==> src/rtl/spi_pkg.sv <==
// Shared types and constants for the SPI main-side transfer engine.
package spi_pkg;

  // Default transfer width in bits.
  localparam int unsigned SPI_DATA_WIDTH = 8;

  // Only mode 0 is implemented: sclk idles low and data is sampled on the rising edge.
  localparam bit SPI_CPOL = 1'b0;
  localparam bit SPI_CPHA = 1'b0;

  // Main transfer FSM.
  typedef enum logic [1:0] {
    IDLE  = 2'd0,
    SETUP = 2'd1,
    SHIFT = 2'd2,
    DONE  = 2'd3
  } main_state_e;

  // Operating modes of universal_shift_reg.
  typedef enum logic [1:0] {
    UsrHold = 2'd0,
    UsrShl  = 2'd1,
    UsrShr  = 2'd2,
    UsrLoad = 2'd3
  } usr_mode_e;

endpackage

==> src/rtl/spi_sclk_gen.sv <==
// Half-period divider and sclk toggle. A phase event fires every div+1 cycles while
// enabled; the clock only toggles on events where toggle_en is set, so the caller can
// spend whole half-periods with sclk parked at its idle level.
module spi_sclk_gen
  import spi_pkg::*;
#(
  parameter int unsigned DIV_WIDTH = 8
) (
  input  logic                 clk,
  input  logic                 rst_n,
  input  logic                 en,
  input  logic                 toggle_en,
  input  logic [DIV_WIDTH-1:0] div,
  output logic                 phase_evt,
  output logic                 rise_evt,
  output logic                 fall_evt,
  output logic                 sclk
);

  logic [DIV_WIDTH-1:0] cnt_q;
  logic                 sclk_q;

  assign phase_evt = en && (cnt_q == div);
  assign rise_evt  = phase_evt && toggle_en && (sclk_q == SPI_CPOL);
  assign fall_evt  = phase_evt && toggle_en && (sclk_q != SPI_CPOL);
  assign sclk      = sclk_q;

  // Half-period counter: 0..div, wraps on each phase event; div = all-ones is safe.
  always_ff @(posedge clk or negedge rst_n) begin
    if (!rst_n) begin
      cnt_q <= '0;
    end else if (!en || phase_evt) begin
      cnt_q <= '0;
    end else begin
      cnt_q <= cnt_q + 1'b1;
    end
  end

  // Serial clock: parked at idle level when disabled, toggles on enabled phase events.
  always_ff @(posedge clk or negedge rst_n) begin
    if (!rst_n) begin
      sclk_q <= SPI_CPOL;
    end else if (!en) begin
      sclk_q <= SPI_CPOL;
    end else if (phase_evt && toggle_en) begin
      sclk_q <= ~sclk_q;
    end
  end

endmodule

==> src/rtl/universal_shift_reg.sv <==
// Universal shift register: hold, shift left, shift right or parallel load.
module universal_shift_reg
  import spi_pkg::*;
#(
  parameter int unsigned WIDTH = 8
) (
  input  logic             clk,
  input  logic             rst_n,
  input  usr_mode_e        mode,
  input  logic [WIDTH-1:0] par_in,
  input  logic             shl_in,  // enters at bit 0 on a left shift
  input  logic             shr_in,  // enters at bit WIDTH-1 on a right shift
  output logic [WIDTH-1:0] q
);

  logic [WIDTH-1:0] q_q;

  // Register update selected by mode.
  always_ff @(posedge clk or negedge rst_n) begin
    if (!rst_n) begin
      q_q <= '0;
    end else begin
      case (mode)
        UsrLoad: q_q <= par_in;
        UsrShl:  q_q <= {q_q[WIDTH-2:0], shl_in};
        UsrShr:  q_q <= {shr_in, q_q[WIDTH-1:1]};
        default: q_q <= q_q;
      endcase
    end
  end

  assign q = q_q;

endmodule

==> src/rtl/main_shift_ctrl_block.sv <==
// SPI main-side transfer engine (mode 0). Accepts one word over a valid/ready
// handshake, frames it with ss/sclk, shifts it out on mosi and captures miso.
// Build option: define SPI_MAIN_LSB_FIRST_EN to send and receive LSB first.
module main_shift_ctrl_block
  import spi_pkg::*;
#(
  parameter int unsigned DATA_WIDTH = SPI_DATA_WIDTH,
  parameter int unsigned DIV_WIDTH  = 8
) (
  input  logic                  pclk,
  input  logic                  presetn,
  input  logic [DIV_WIDTH-1:0]  clk_div,
  input  logic [DATA_WIDTH-1:0] tx_data,
  input  logic                  tx_valid,
  output logic                  tx_ready,
  output logic [DATA_WIDTH-1:0] rx_data,
  output logic                  rx_valid,
  output logic                  busy,
  output logic                  ss_pad_o,
  output logic                  sclk_pad_o,
  output logic                  mosi_pad_o,
  input  logic                  miso_pad_i
);

  localparam int unsigned CntW = $clog2(DATA_WIDTH + 1);
  localparam logic [CntW-1:0] LastBit = CntW'(DATA_WIDTH);

  main_state_e           state_q, state_d;
  logic [DIV_WIDTH-1:0]  div_q;
  logic [CntW-1:0]       bit_cnt_q;
  logic [DATA_WIDTH-1:0] tx_q, rx_q, rx_data_q;
  logic                  rx_valid_q;
  logic                  accept, active, done_entry, last_low;
  logic                  phase_evt, rise_evt, fall_evt, sample_evt, sclk;
  logic                  toggle_en, tx_bit;
  usr_mode_e             tx_mode, rx_mode;

`ifdef SPI_MAIN_LSB_FIRST_EN
  localparam usr_mode_e ShiftMode = UsrShr;
  assign tx_bit = tx_q[0];
`else
  localparam usr_mode_e ShiftMode = UsrShl;
  assign tx_bit = tx_q[DATA_WIDTH-1];
`endif

  assign accept     = tx_valid && (state_q == IDLE);
  assign active     = (state_q == SETUP) || (state_q == SHIFT);
  // All bits exchanged and sclk back low: the final low half-period is in progress.
  assign last_low   = (bit_cnt_q == LastBit) && !sclk;
  assign done_entry = (state_q == SHIFT) && (state_d == DONE);
  // Sampling edge follows the clock phase; only CPHA=0 is supported.
  assign sample_evt = SPI_CPHA ? fall_evt : rise_evt;
  assign toggle_en  = (state_q == SETUP) || ((state_q == SHIFT) && !last_low);

  // Next-state logic; every non-IDLE state advances on a divider phase event.
  always_comb begin
    state_d = state_q;
    case (state_q)
      IDLE:    if (accept) state_d = SETUP;
      SETUP:   if (phase_evt) state_d = SHIFT;
      SHIFT:   if (phase_evt && last_low) state_d = DONE;
      DONE:    if (phase_evt) state_d = IDLE;
      default: state_d = IDLE;
    endcase
  end

  // Shift-register controls; the last falling edge does not shift so mosi holds.
  always_comb begin
    tx_mode = UsrHold;
    rx_mode = UsrHold;
    if (accept) begin
      tx_mode = UsrLoad;
      rx_mode = UsrLoad;
    end else begin
      if ((state_q == SHIFT) && fall_evt && (bit_cnt_q != LastBit)) tx_mode = ShiftMode;
      if (sample_evt) rx_mode = ShiftMode;
    end
  end

  // State, latched divider and bit counter.
  always_ff @(posedge pclk or negedge presetn) begin
    if (!presetn) begin
      state_q   <= IDLE;
      div_q     <= '0;
      bit_cnt_q <= '0;
    end else begin
      state_q <= state_d;
      if (accept) begin
        div_q     <= clk_div;
        bit_cnt_q <= '0;
      end else if (sample_evt) begin
        bit_cnt_q <= bit_cnt_q + CntW'(1);
      end
    end
  end

  // Received word is published on entry to DONE with a one-cycle strobe.
  always_ff @(posedge pclk or negedge presetn) begin
    if (!presetn) begin
      rx_data_q  <= '0;
      rx_valid_q <= 1'b0;
    end else begin
      rx_valid_q <= done_entry;
      if (done_entry) rx_data_q <= rx_q;
    end
  end

  spi_sclk_gen #(
    .DIV_WIDTH(DIV_WIDTH)
  ) u_sclk_gen (
    .clk       (pclk),
    .rst_n     (presetn),
    .en        (state_q != IDLE),
    .toggle_en (toggle_en),
    .div       (div_q),
    .phase_evt (phase_evt),
    .rise_evt  (rise_evt),
    .fall_evt  (fall_evt),
    .sclk      (sclk)
  );

  universal_shift_reg #(
    .WIDTH(DATA_WIDTH)
  ) u_tx_sr (
    .clk    (pclk),
    .rst_n  (presetn),
    .mode   (tx_mode),
    .par_in (tx_data),
    .shl_in (1'b0),
    .shr_in (1'b0),
    .q      (tx_q)
  );

  universal_shift_reg #(
    .WIDTH(DATA_WIDTH)
  ) u_rx_sr (
    .clk    (pclk),
    .rst_n  (presetn),
    .mode   (rx_mode),
    .par_in ('0),
    .shl_in (miso_pad_i),
    .shr_in (miso_pad_i),
    .q      (rx_q)
  );

  assign tx_ready   = (state_q == IDLE);
  assign busy       = (state_q != IDLE);
  assign ss_pad_o   = !active;
  assign sclk_pad_o = sclk;
  assign mosi_pad_o = active && tx_bit;
  assign rx_data    = rx_data_q;
  assign rx_valid   = rx_valid_q;

endmodule

==> config.mk <==
export PLATFORM = sky130hd
export DESIGN_NAME = main_shift_ctrl_block
export DESIGN_NICKNAME = d
export VERILOG_FILES = /design/src/rtl/spi_pkg.sv /design/src/rtl/spi_sclk_gen.sv /design/src/rtl/universal_shift_reg.sv /design/src/rtl/main_shift_ctrl_block.sv
export SDC_FILE = /design/constraint.sdc
export NUM_CORES = 1
export LEC_CHECK = 0
export CORE_UTILIZATION = 54
export CTS_BUF_LIST = sky130_fd_sc_hd__clkbuf_8
export DETAILED_ROUTE_END_ITERATION = 10
export GPL_ROUTABILITY_DRIVEN = 0
export HOLD_SLACK_MARGIN = 0.15
export MAX_ROUTING_LAYER = met4
export PLACE_DENSITY = 0.79
export SETUP_SLACK_MARGIN = 0.3
export SYNTH_ARGS = -nofsm -noshare
export SYNTH_HDL_FRONTEND = slang
export SYNTH_HIERARCHICAL = 1
export SYNTH_SLANG_ARGS = --single-unit
==> constraint.sdc <==
create_clock -name pclk -period 2.7 [get_ports pclk]
set_input_delay 0.405 -clock pclk [delete_from_list [all_inputs] [get_ports pclk]]
set_output_delay 0.405 -clock pclk [all_outputs]
set_load 0.05 [all_outputs]
=== Yosys cells after proc, flatten, opt, wreduce, memory -nomap -nowiden ===
Cells that the tools add are included.

* Mux-type cells: 16
* Div/mod/pow operators: 0
* Add/subtract/negate cells: 2
* Bitwise logic cells: 1
* Reduce and logical (&&, ||, !) cells: 24
* Magnitude comparators: 0
* Equality and inequality tests: 14
* Multiply operators: 0
* Shift operators: 0

{| class="wikitable"
|+ Operator list
! cell !! number
|-
| one-hot mux 8 bit (3 select lines) || 2
|-
| equality test 2 bit, second input constant || 7
|-
| logical AND 1 bit || 12
|-
| two-way mux 2 bit || 6
|-
| adder 8 x 1 -> 8 bit, second input constant || 1
|-
| equality test 8 bit || 1
|-
| two-way mux 4 bit || 2
|-
| two-way mux 8 bit || 1
|-
| one-hot mux 2 bit (4 select lines) || 1
|-
| equality test 2 x 1 -> 1 bit, second input constant || 3
|-
| nonzero test 3 bit || 2
|-
| adder 4 x 1 -> 4 bit, second input constant || 1
|-
| equality test 4 bit, second input constant || 1
|-
| logical NOT 1 bit || 4
|-
| two-way mux 1 bit || 4
|-
| inequality test 4 bit, second input constant || 1
|-
| nonzero test 2 bit || 2
|-
| logical OR 1 bit || 3
|-
| logical NOT 2 bit || 1
|-
| inequality test 2 bit, second input constant || 1
|-
| NOT 1 bit || 1
|}

* Word-level logic and storage cells: 66
* Memories kept: 0
* Input bits: 20
* Register bits after elaboration: 48
* Memory bits (read-only): 0
* Output and inout bits: 14
* Memory bits (writable): 0
* Bits in latches: 0

=== Depth between registers and ports, before layout ===
Gate-level depths: netlist of run 1.

* Word-level depth: 13
* Depth in mapped cells: 14
* Mapped depth without buffers: 12

=== Cells and area by module ===
The synthesis of run 1 kept the hierarchy.

{| class="wikitable"
|+ By module, submodules not included
! module !! cells each !! times used !! sequential area each (sq um) !! area an instance (sq um)
|-
| main_shift_ctrl_block || 101 || 1 || 575.6 || 1079.8
|-
| universal_shift_reg || 51 || 2 || 200.2 || 478.0
|-
| spi_sclk_gen || 52 || 1 || 225.2 || 516.7
|}

=== Least setup slack after synthesis of run 1 ===
No wires, ideal clock.

* Path type: reg2reg
* From: register state_q[0]
* To: register rx_data_q[0] (netlist: rx_data[0])
* Period minus slack after synthesis: 3.183 ns
* Required time: 2.575 ns
* Path buffers: 0
* Cell stages (with the launch flop): 9
* Library setup time: 0.125 ns
* Setup slack: -0.483 ns
* Arrival: 3.059 ns
* Cells stage by stage: dfrtp_1 > inv_1 > ha_1 > inv_1 > and2_1 > o21bai_1 > a22o_1 > a2111oi_4 > mux2_2

* Elaborated cells on any way between the ends: 15
* Those cells by class: eq/ne (4); mux (5); reduce/logical (6)

{| class="wikitable"
|+ RTL lines
! element !! RTL line !! source
|-
| from (decl) || main_shift_ctrl_block.sv:28 || <nowiki>main_state_e state_q, state_d;</nowiki>
|-
| from (signal assigned) || main_shift_ctrl_block.sv:87 || <nowiki>state_q <= state_d;</nowiki>
|-
| logical NOT 2 bit * || -- ||
|-
| via tx_ready || main_shift_ctrl_block.sv:15 || <nowiki>output logic tx_ready,</nowiki>
|-
| logical AND 1 bit || main_shift_ctrl_block.sv:46 || <nowiki>assign accept = tx_valid && (state_q == IDLE);</nowiki>
|-
| two-way mux 2 bit || main_shift_ctrl_block.sv:59 || <nowiki>IDLE: if (accept) state_d = SETUP;</nowiki>
|-
| one-hot mux 2 bit (4 select lines) * || main_shift_ctrl_block.sv:58 || <nowiki>case (state_q)</nowiki>
|-
| equality test 2 bit * || main_shift_ctrl_block.sv:50 || <nowiki>assign done_entry = (state_q == SHIFT) && (state_d == DONE);</nowiki>
|-
| logical AND 1 bit * || main_shift_ctrl_block.sv:50 ||
|-
| via done_entry || main_shift_ctrl_block.sv:33 || <nowiki>logic accept, active, done_entry, last_low;</nowiki>
|-
| to (signal assigned) || main_shift_ctrl_block.sv:104 || <nowiki>if (done_entry) rx_data_q <= rx_q;</nowiki>
|-
| to (decl) || main_shift_ctrl_block.sv:31 || <nowiki>logic [DATA_WIDTH-1:0] tx_q, rx_q, rx_data_q;</nowiki>
|}

Mark *: on every way through the listed nets, which the timed path passes. The rest lies on a longest branch.
A chain may end at the register's enable or synchronous reset.

=== Final worst setup path of run 1 ===
* From: register state_q[1]
* To: register rx_data_q[3] (netlist: rx_data[3])

* Longest elaborated chain between the ends: 7
* Elaborated cells on any way between the ends: 15
* Those cells by class: eq/ne (4); mux (5); reduce/logical (6)

{| class="wikitable"
|+ Ends and longest elaborated chain
! element !! RTL line !! source
|-
| nonzero test 2 bit * || main_shift_ctrl_block.sv:113 || <nowiki>.en (state_q != IDLE),</nowiki>
|-
| logical AND 1 bit * || spi_sclk_gen.sv:23 || <nowiki>assign phase_evt = en && (cnt_q == div);</nowiki>
|-
| via phase_evt || main_shift_ctrl_block.sv:34 || <nowiki>logic phase_evt, rise_evt, fall_evt, sample_evt, sclk;</nowiki>
|-
| logical AND 1 bit || main_shift_ctrl_block.sv:61 || <nowiki>SHIFT: if (phase_evt && last_low) state_d = DONE;</nowiki>
|-
| two-way mux 2 bit || main_shift_ctrl_block.sv:61 ||
|-
| one-hot mux 2 bit (4 select lines) * || main_shift_ctrl_block.sv:58 ||
|-
| equality test 2 bit * || main_shift_ctrl_block.sv:50 ||
|-
| logical AND 1 bit * || main_shift_ctrl_block.sv:50 ||
|-
| via done_entry || main_shift_ctrl_block.sv:33 ||
|}

Marks and branches as above.

==> metrics.csv, run 1 <==
stage,metric,value,unit
timing,fmax,0.423,GHz
timing,crit path time final,2.36,ns
route,total length of routed wires,5610,um
layout,Layout area overhead,35.4,%
die,Core Region,0.00444,sq mm
critical_path,Crit Path Max Fanout,5,
timing,Worst Hold Margin,0.509,ns
critical_path,crit-path cells,inv_2 > ha_4 > clkinvlp_4 > and2_4 > o21bai_1 > a22o_1 > a2111oi_4 > buf_4 > mux2_2,
synth,post-synthesis sequential area ratio,47.1,%
critical_path,Critical Path RT,2.89,ns
clocking,clock root buffer,clkbuf_8,
critical_path,FF-to-FF setup slack,0.34,ns
critical_path,RR Startpoint,state_q[1],
timing,"Slew Viols, Final",0,
synth,Cell variety after synth,35,
critical_path,Worst Reg-to-Reg Cells,9,
global_routing,initial antenna violation count,0,
critical_path,Crit path arrival time,2.56,ns
power,clock network power share,11.1,%
route,Avg Vias per Cell,5.51,
critical_path,worst r2r dst,rx_data[3],
layout,final net count,355,
place,Port Buffers,33,
critical_path,Setup CP Type,reg2reg,
clocking,Skew-Pair Late Insertion Delay,0.30,ns
worst_hold_path,Hold Crit Class,reg2reg,
timing,setup TNS,0,ns
synth,Post-Syn Area per Cell,10.0,sq um
power,Comb pwr share,57.3,%
synth,yosys warns,6,
die,Rows,24,
worst_hold_path,hold depth,2,
clocking,CTS tree,yes,
die,Die X,70.8,um
power,switching power,1.86,mW
timing,Hold Fails Final Rpt,0,
global_routing,vias in the first global route,1981,
critical_path,crit path to,rx_data[3],
timing,Setup Viol. Count Final,0,
clocking,H-tree depth,2,
route,final antenna-violating net count,0,
clocking,Clock Path Buffers,2,
layout,layout cells sized above 1,28.2,%
die,Starting Density,57.4,%
place,pre-CTS WS,0.0199,ns
power,leakage power total,1.54,nW
route,TritonRoute pass-1 iters,7,
die,DIE HEIGHT,70.8,um
layout,fin cells,375,
clocking,clock sink count,48,
critical_path,Startpoint Class,flip-flop,
layout,Ant. Diodes,0,
synth,Post-Synthesis Cells,255,
timing,skew final,0.00474,ns
critical_path,max incr delay on CP,0.44,ns
die,Die Area,0.00501,sq mm
place,placed cells,348,
clocking,Worst-path clk slew,0.09,ns
status,failing checks,design-rule violations,
route,DR WL/cell,15.0,um
synth,"flops & latches, synth",48,
global_routing,first-pass GRT wire length,8890,um
route,DRC,2,
timing,Slew @ Worst Pin,0.512,ns
timing,Final Cycle Share,87.5,%
clocking,total CTS buffers,5,
power,switching share of power,45.0,%
route,vias,2066,
job,max-cap viol count,0,
global_routing,grt total ovfl,0,
power,worst IR drop on VDD,0.914,mV
critical_path,Worst Setup SP,state_q[1],
power,Reg power frac,31.6,%
timing,Slew headroom,65.9,%
timing,RSZ-0062 raised after global routing,false,
status,run status,"complete, but fails checks",
power,P_int,2.27,mW
critical_path,Worst setup EP type,flip-flop,
die,Ports,34,
timing,setup ws final,0.337,ns
route,Iteration-0 DRC Markers,85,
global_routing,gr usage total,23.5,%
critical_path,"Slowest-stage cell, CP",dfrtp_2,
power,P per Cell Area,1190,mW/mm^2
synth,Synth Cell Area,0.00255,sq mm
place,HPWL Detailed,3660,um
global_routing,pin count of the biggest net entering global routing,30,
==> state kept, by name, summed over array words and instances (netlist names) <==
register	flops
bit_cnt_q	4
rx_valid	1
state_q	2
u_sclk_gen/sclk	1
u_sclk_gen/cnt_q	8
u_tx_sr/q	8
rx_data	8
u_rx_sr/q	8
div_q	8
==> layer usage <==
metal	wire length, um	part of all wire [%]	global-route usage [%]	up-vias
met5	0	0	-	-
met2	2780	50	38.8	40
met3	154	2.7	3.99	9
met4	123	2.2	9.11	0
li1	-	-	-	1011
met1	2550	46	29.0	1006
==> worst max-delay path, delay by kind of cell, from the launching register on <==
family | cells | cell delay (ns)
simple gates | 1 | 0.16
buf+inv | 3 | 0.42
mux | 1 | 0.34
compound gates | 3 | 0.71
flops | 1 | 0.44
fa+ha+maj | 1 | 0.18
==> placed cells by master (no fill, tap or decap), drive strengths merged, types with 2 or more instances in the layout <==
cell,Yosys,layout
dfrtp,48,48
nand4,4,4
inv,14,14
nand3,3,3
and2,3,3
clkdlybuf4s50,0,31
conb,1,10
xor2,6,6
nand2,29,29
a221oi,16,16
buf,6,30
clkbuf,6,6
mux2i,2,2
xnor2,11,11
nor2,16,16
nor2b,17,17
o21bai,2,2
nor3,33,33
ha,13,13
and3,2,2
nand2b,5,5
mux2,8,8
==> power by group through the flow <==
stage	logic, mW	registers [mW]	clock network, mW
floorplan	1.38	1.49	0
global placement	2.07	1.31	0
detailed placement	2.13	1.31	0
CTS	2.19	1.30	0.468
global route	2.55	1.34	0.496
finish	2.36	1.30	0.456
==> cell type report <==
cell class                 count  area [sq um]
inverter                      14          58.8
timing repair buffer          63           572
clock buffer                   6          82.6
tap                           52          65.1
multi-input combinational    190          1460
clock inverter                 2          13.8
sequential                    48          1200
fill                         309           987
==> timing repair <==
| action | CTS | global route |
|---|---|---|
| setup buffers | 2 | 15 |
| endpoints found under the hold margin | 19 | 0 |
| pin swaps | 0 | 4 |
| endpoints found under the setup margin | 17 | 25 |
| resized for setup | 7 | 13 |
| hold buffers | 1 | 0 |
| cloned | 0 | 1 |
==> cell usage after synthesis <==
library cell | number | share of area (%)
inv_2 | 1 | 0.15
nor3_1 | 32 | 6.3
nor3_2 | 1 | 0.39
mux2_2 | 8 | 3.5
and4bb_2 | 1 | 0.49
o21bai_1 | 2 | 0.59
nand3_1 | 3 | 0.59
a211oi_2 | 1 | 0.49
and3_1 | 2 | 0.49
buf_2 | 4 | 0.78
and4b_1 | 1 | 0.39
clkbuf_2 | 2 | 0.39
nand2b_1 | 5 | 1.2
a22oi_1 | 1 | 0.29
conb_1 | 1 | 0.15
xnor2_1 | 11 | 3.8
mux2i_1 | 2 | 0.78
inv_1 | 13 | 1.9
nor2b_1 | 17 | 4.2
o22ai_1 | 1 | 0.25
nor2_1 | 16 | 2.4
xor2_1 | 6 | 2.1
and2_1 | 3 | 0.74
o21ai_2 | 1 | 0.34
ha_1 | 13 | 6.4
and4_1 | 1 | 0.34
nand2_1 | 29 | 4.3
buf_4 | 2 | 0.59
dfrtp_1 | 48 | 47
a22o_1 | 1 | 0.34
a2111oi_4 | 1 | 1.1
nand4_1 | 4 | 0.98
a221oi_1 | 16 | 5.5
nand3b_1 | 1 | 0.29
clkbuf_1 | 4 | 0.59
==> metrics by stage <==
stage	util, %	total power [mW]	instance area [sq um]
4_1_cts	74.2	3.95	3300
2_1_floorplan	-	2.88	2750
6_report	77.8	4.12	3460
5_1_grt	77.8	4.39	3460
3_5_place_dp	70.9	3.44	3150
3_3_place_gp	70.9	3.37	3150
==> how the worst min path moves through the flow <==
stage,from,to,slack (ns)
5_1_grt,rx_data[5],rx_data[5],0.53
4_1_cts,div_q[3],div_q[3],0.51
6_report,div_q[3],div_q[3],0.51
2_1_floorplan,presetn,bit_cnt_q[0],0.11
3_5_place_dp,presetn,div_q[5],0.39
3_3_place_gp,presetn,div_q[5],0.40
==> cells by family after synthesis <==
family                   count (synthesis)  synth area share [%]
buffers and inverters                   26                  4.41
AO/OA/AOI/OAI                           24                  8.87
XOR/XNOR                                17                  5.83
AND/OR/NAND/NOR                        116                  23.0
flip-flops                              48                  47.1
other                                    1                 0.147
adder cells (fa/ha/maj)                 13                  6.37
multiplexers                            10                  4.31
Power figures use the tool's default switching activity.
==> inputs of run 2 (changes only) <==
--- a/config.mk
+++ b/config.mk
@@ -17,3 +17,4 @@
 export SYNTH_HDL_FRONTEND = slang
 export SYNTH_HIERARCHICAL = 1
 export SYNTH_SLANG_ARGS = --single-unit
+export TNS_END_PERCENT = 10
==> run 2 against run 1 <==
- the run still ends with design-rule violations left
- final area decreased by 3.3%
- clock power decreased by 6.6%
- first-iteration DRC count decreased by 12%
- combinational power decreased by 4%
- critical path type unchanged
- critical endpoint is now rx_data[6]
- largest cell class unchanged
- largest power group unchanged
==> metrics.csv, run 2 (synthesized netlist as in run 1, its figures left out) <==
stage,metric,value,unit,change
layout,Layout fillers,295,,was 309
power,leakage power total,1.51,nW,was 1.54 nW
timing,setup ws final,0.201,ns,was 0.337 ns
power,clock network power share,10.7,%,was 11.1%
critical_path,Worst setup EP type,flip-flop,,unchanged
power,P_int,2.22,mW,was 2.27 mW
global_routing,initial antenna violation count,0,,unchanged
clocking,H-tree depth,2,,unchanged
timing,Worst Hold Margin,0.502,ns,was 0.509 ns
route,final antenna-violating net count,0,,unchanged
timing,crit path time final,2.50,ns,was 2.36 ns
timing,Slew headroom,62.1,%,was 65.9%
global_routing,grt total ovfl,0,,unchanged
route,vias,2002,,"was 2,066"
die,Die X,70.8,um,unchanged
worst_hold_path,Hold Crit Class,reg2reg,,unchanged
global_routing,vias in the first global route,1891,,"was 1,981"
timing,fmax,0.400,GHz,was 0.423 GHz
die,DIE HEIGHT,70.8,um,unchanged
timing,skew final,0.00781,ns,was 0.00474 ns
worst_hold_path,Hold Startpoint,div_q[5],,was div_q[3]
job,max-cap viol count,0,,unchanged
critical_path,crit-path cells,inv_2 > ha_4 > clkinvlp_4 > and2_4 > o21bai_1 > a22o_1 > a2111oi_4 > buf_4 > mux2_4,,was inv_2 > ha_4 > clkinvlp_4 > and2_4 > o21bai_1 > a22o_1 > a2111oi_4 > buf_4 > mux2_2
critical_path,FF-to-FF setup slack,0.20,ns,was 0.34 ns
critical_path,Worst Reg-to-Reg Cells,9,,unchanged
layout,multi-input logic area,0.00142,sq mm,was 0.00146 sq mm
power,worst IR drop on VDD,0.752,mV,was 0.914 mV
die,Rows,24,,unchanged
critical_path,max incr delay on CP,0.45,ns,was 0.44 ns
critical_path,Crit path arrival time,2.68,ns,was 2.56 ns
layout,layout cells sized above 1,20.8,%,was 28.2%
critical_path,RR Startpoint,state_q[1],,unchanged
layout,Layout area overhead,31.0,%,was 35.4%
timing,Slew @ Worst Pin,0.569,ns,was 0.512 ns
critical_path,worst r2r dst,rx_data[6],,was rx_data[3]
route,TritonRoute pass-1 iters,7,,unchanged
place,dpl cell area,0.00300,sq mm,was 0.00315 sq mm
clocking,Skew-Pair Late Insertion Delay,0.30,ns,about the same
critical_path,Startpoint Class,flip-flop,,unchanged
timing,RSZ-0062 raised after global routing,true,,was false
route,DR WL/cell,15.0,um,about the same
status,failing checks,design-rule violations,,unchanged
clocking,Clock Path Buffers,2,,unchanged
place,placed cells,346,,was 348
status,run status,"complete, but fails checks",,unchanged
die,Ports,34,,unchanged
die,Starting Density,57.4,%,unchanged
timing,setup TNS,0,ns,unchanged
place,HPWL Detailed,3450,um,was 3660 um
critical_path,Setup CP Type,reg2reg,,unchanged
layout,"commonest cells after routing, fill and taps aside","dfrtp_1 (46), nor3_1 (32), clkdlybuf4s50_1 (31), nand2_1 (29), buf_4 (22)",,"was dfrtp_1 (45), clkdlybuf4s50_1 (31), nor3_1 (30), nand2_1 (28), buf_4 (26)"
power,Comb pwr share,56.9,%,was 57.3%
power,Reg power frac,32.5,%,was 31.6%
route,Avg Vias per Cell,5.43,,was 5.51
clocking,clock root buffer,clkbuf_8,,unchanged
layout,Ant. Diodes,0,,unchanged
global_routing,pin count of the biggest net entering global routing,26,,was 30
layout,final net count,349,,was 355
timing,Final Cycle Share,92.5,%,was 87.5%
global_routing,first-pass GRT wire length,8650,um,was 8890 um
layout,Reg area,0.00120,sq mm,about the same
critical_path,Crit Path Max Fanout,7,,was 5
power,Tot Pwr,4.00,mW,was 4.12 mW
clocking,CTS tree,yes,,unchanged
layout,fin util,75.2,%,was 77.8%
worst_hold_path,Min-Delay Endpoint,div_q[5],,was div_q[3]
power,P per Cell Area,1200,mW/mm^2,was 1190 mW/mm^2
timing,"Slew Viols, Final",0,,unchanged
worst_hold_path,hold depth,2,,unchanged
clocking,clock sink count,48,,unchanged
critical_path,Critical Path RT,2.88,ns,was 2.89 ns
place,pre-CTS WS,0.175,ns,was 0.0199 ns
global_routing,gr usage total,23.0,%,was 23.5%
route,DRC,3,,was 2
route,Iteration-0 DRC Markers,75,,was 85
timing,Setup Viol. Count Final,0,,unchanged
clocking,Worst-path clk slew,0.09,ns,about the same
die,Die Area,0.00501,sq mm,unchanged
die,Core Region,0.00444,sq mm,unchanged
timing,Hold Fails Final Rpt,0,,unchanged
power,switching power,1.78,mW,was 1.86 mW
layout,post-layout instance area,0.00334,sq mm,was 0.00346 sq mm
route,total length of routed wires,5520,um,was 5610 um
power,switching share of power,44.5,%,was 45.0%
clocking,total CTS buffers,5,,unchanged
layout,fin cells,369,,was 375
layout,"most common cell after layout, fill and taps aside",dfrtp_1,,unchanged
critical_path,"Slowest-stage cell, CP",dfrtp_2,,unchanged
place,Port Buffers,33,,unchanged
[run 2: cell types whose count changed in the layout (fill, tap and decap cells not counted), sizes merged]
cell and delta:
buf -6, clkinv -1, inv +1
[run 2: cell type report]
| class | instances | share of cell area, % |
|---|---|---|
| tap | 52 | 1.95 |
| clock inverter | 2 | 0.225 |
| clock buffer | 6 | 2.47 |
| timing repair buffer | 57 | 15.3 |
| multi-input combinational | 190 | 42.4 |
| inverter | 14 | 1.68 |
| sequential | 48 | 36.0 |
[run 2: repair_timing]
item                                   4_1_cts  5_1_grt
hold buffers                                 1        0
gates cloned                                 0        1
setup endpoints to repair                   25       25
endpoints found under the hold margin       24        0
resized for setup                            8       23
setup buffers                                2       11
pin swaps                                    1        5
[run 2: worst max-delay path, delay by kind of cell, from the launching register on]
kind | cells | cell delay [ns]
multiplexers | 1 | 0.31
buffers and inverters | 3 | 0.46
AO/OA/AOI/OAI | 3 | 0.82
flip-flops | 1 | 0.45
AND/OR/NAND/NOR | 1 | 0.16
adder cells (fa/ha/maj) | 1 | 0.19
[run 2: how the worst max path moves through the flow]
stage / start / to / cells past startpoint / slack, ns
after floorplan: state_q[1] / rx_data[0] / 8 / -0.01
after global placement: bit_cnt_q[0] / u_rx_sr/q[4] / 11 / 0.26
after detailed placement: bit_cnt_q[0] / u_tx_sr/q[6] / 12 / 0.18
after CTS: u_sclk_gen/cnt_q[2] / u_tx_sr/q[4] / 11 / 0.29
after global routing: state_q[1] / rx_data[6] / 9 / 0.13
final: state_q[1] / rx_data[6] / 9 / 0.20
[run 2: metal layers]
metal / global-route usage, % / up-vias / part of all wire (%)
li1: - / 994 / -
met1: 29.6 / 976 / 47
met3: 5.27 / 2 / 3.5
met2: 36.0 / 30 / 49
met4: 8.00 / 0 / 0.83
met5: - / - / 0
[run 2: power by group through the flow]
| stage | clock (mW) | combinational, mW | sequential, mW |
|---|---|---|---|
| detailed placement | 0 | 1.96 | 1.27 |
| CTS | 0.441 | 1.99 | 1.27 |
| global route | 0.473 | 2.46 | 1.34 |
| global placement | 0 | 1.91 | 1.27 |
| finish | 0.426 | 2.27 | 1.30 |
| floorplan | 0 | 1.24 | 1.45 |
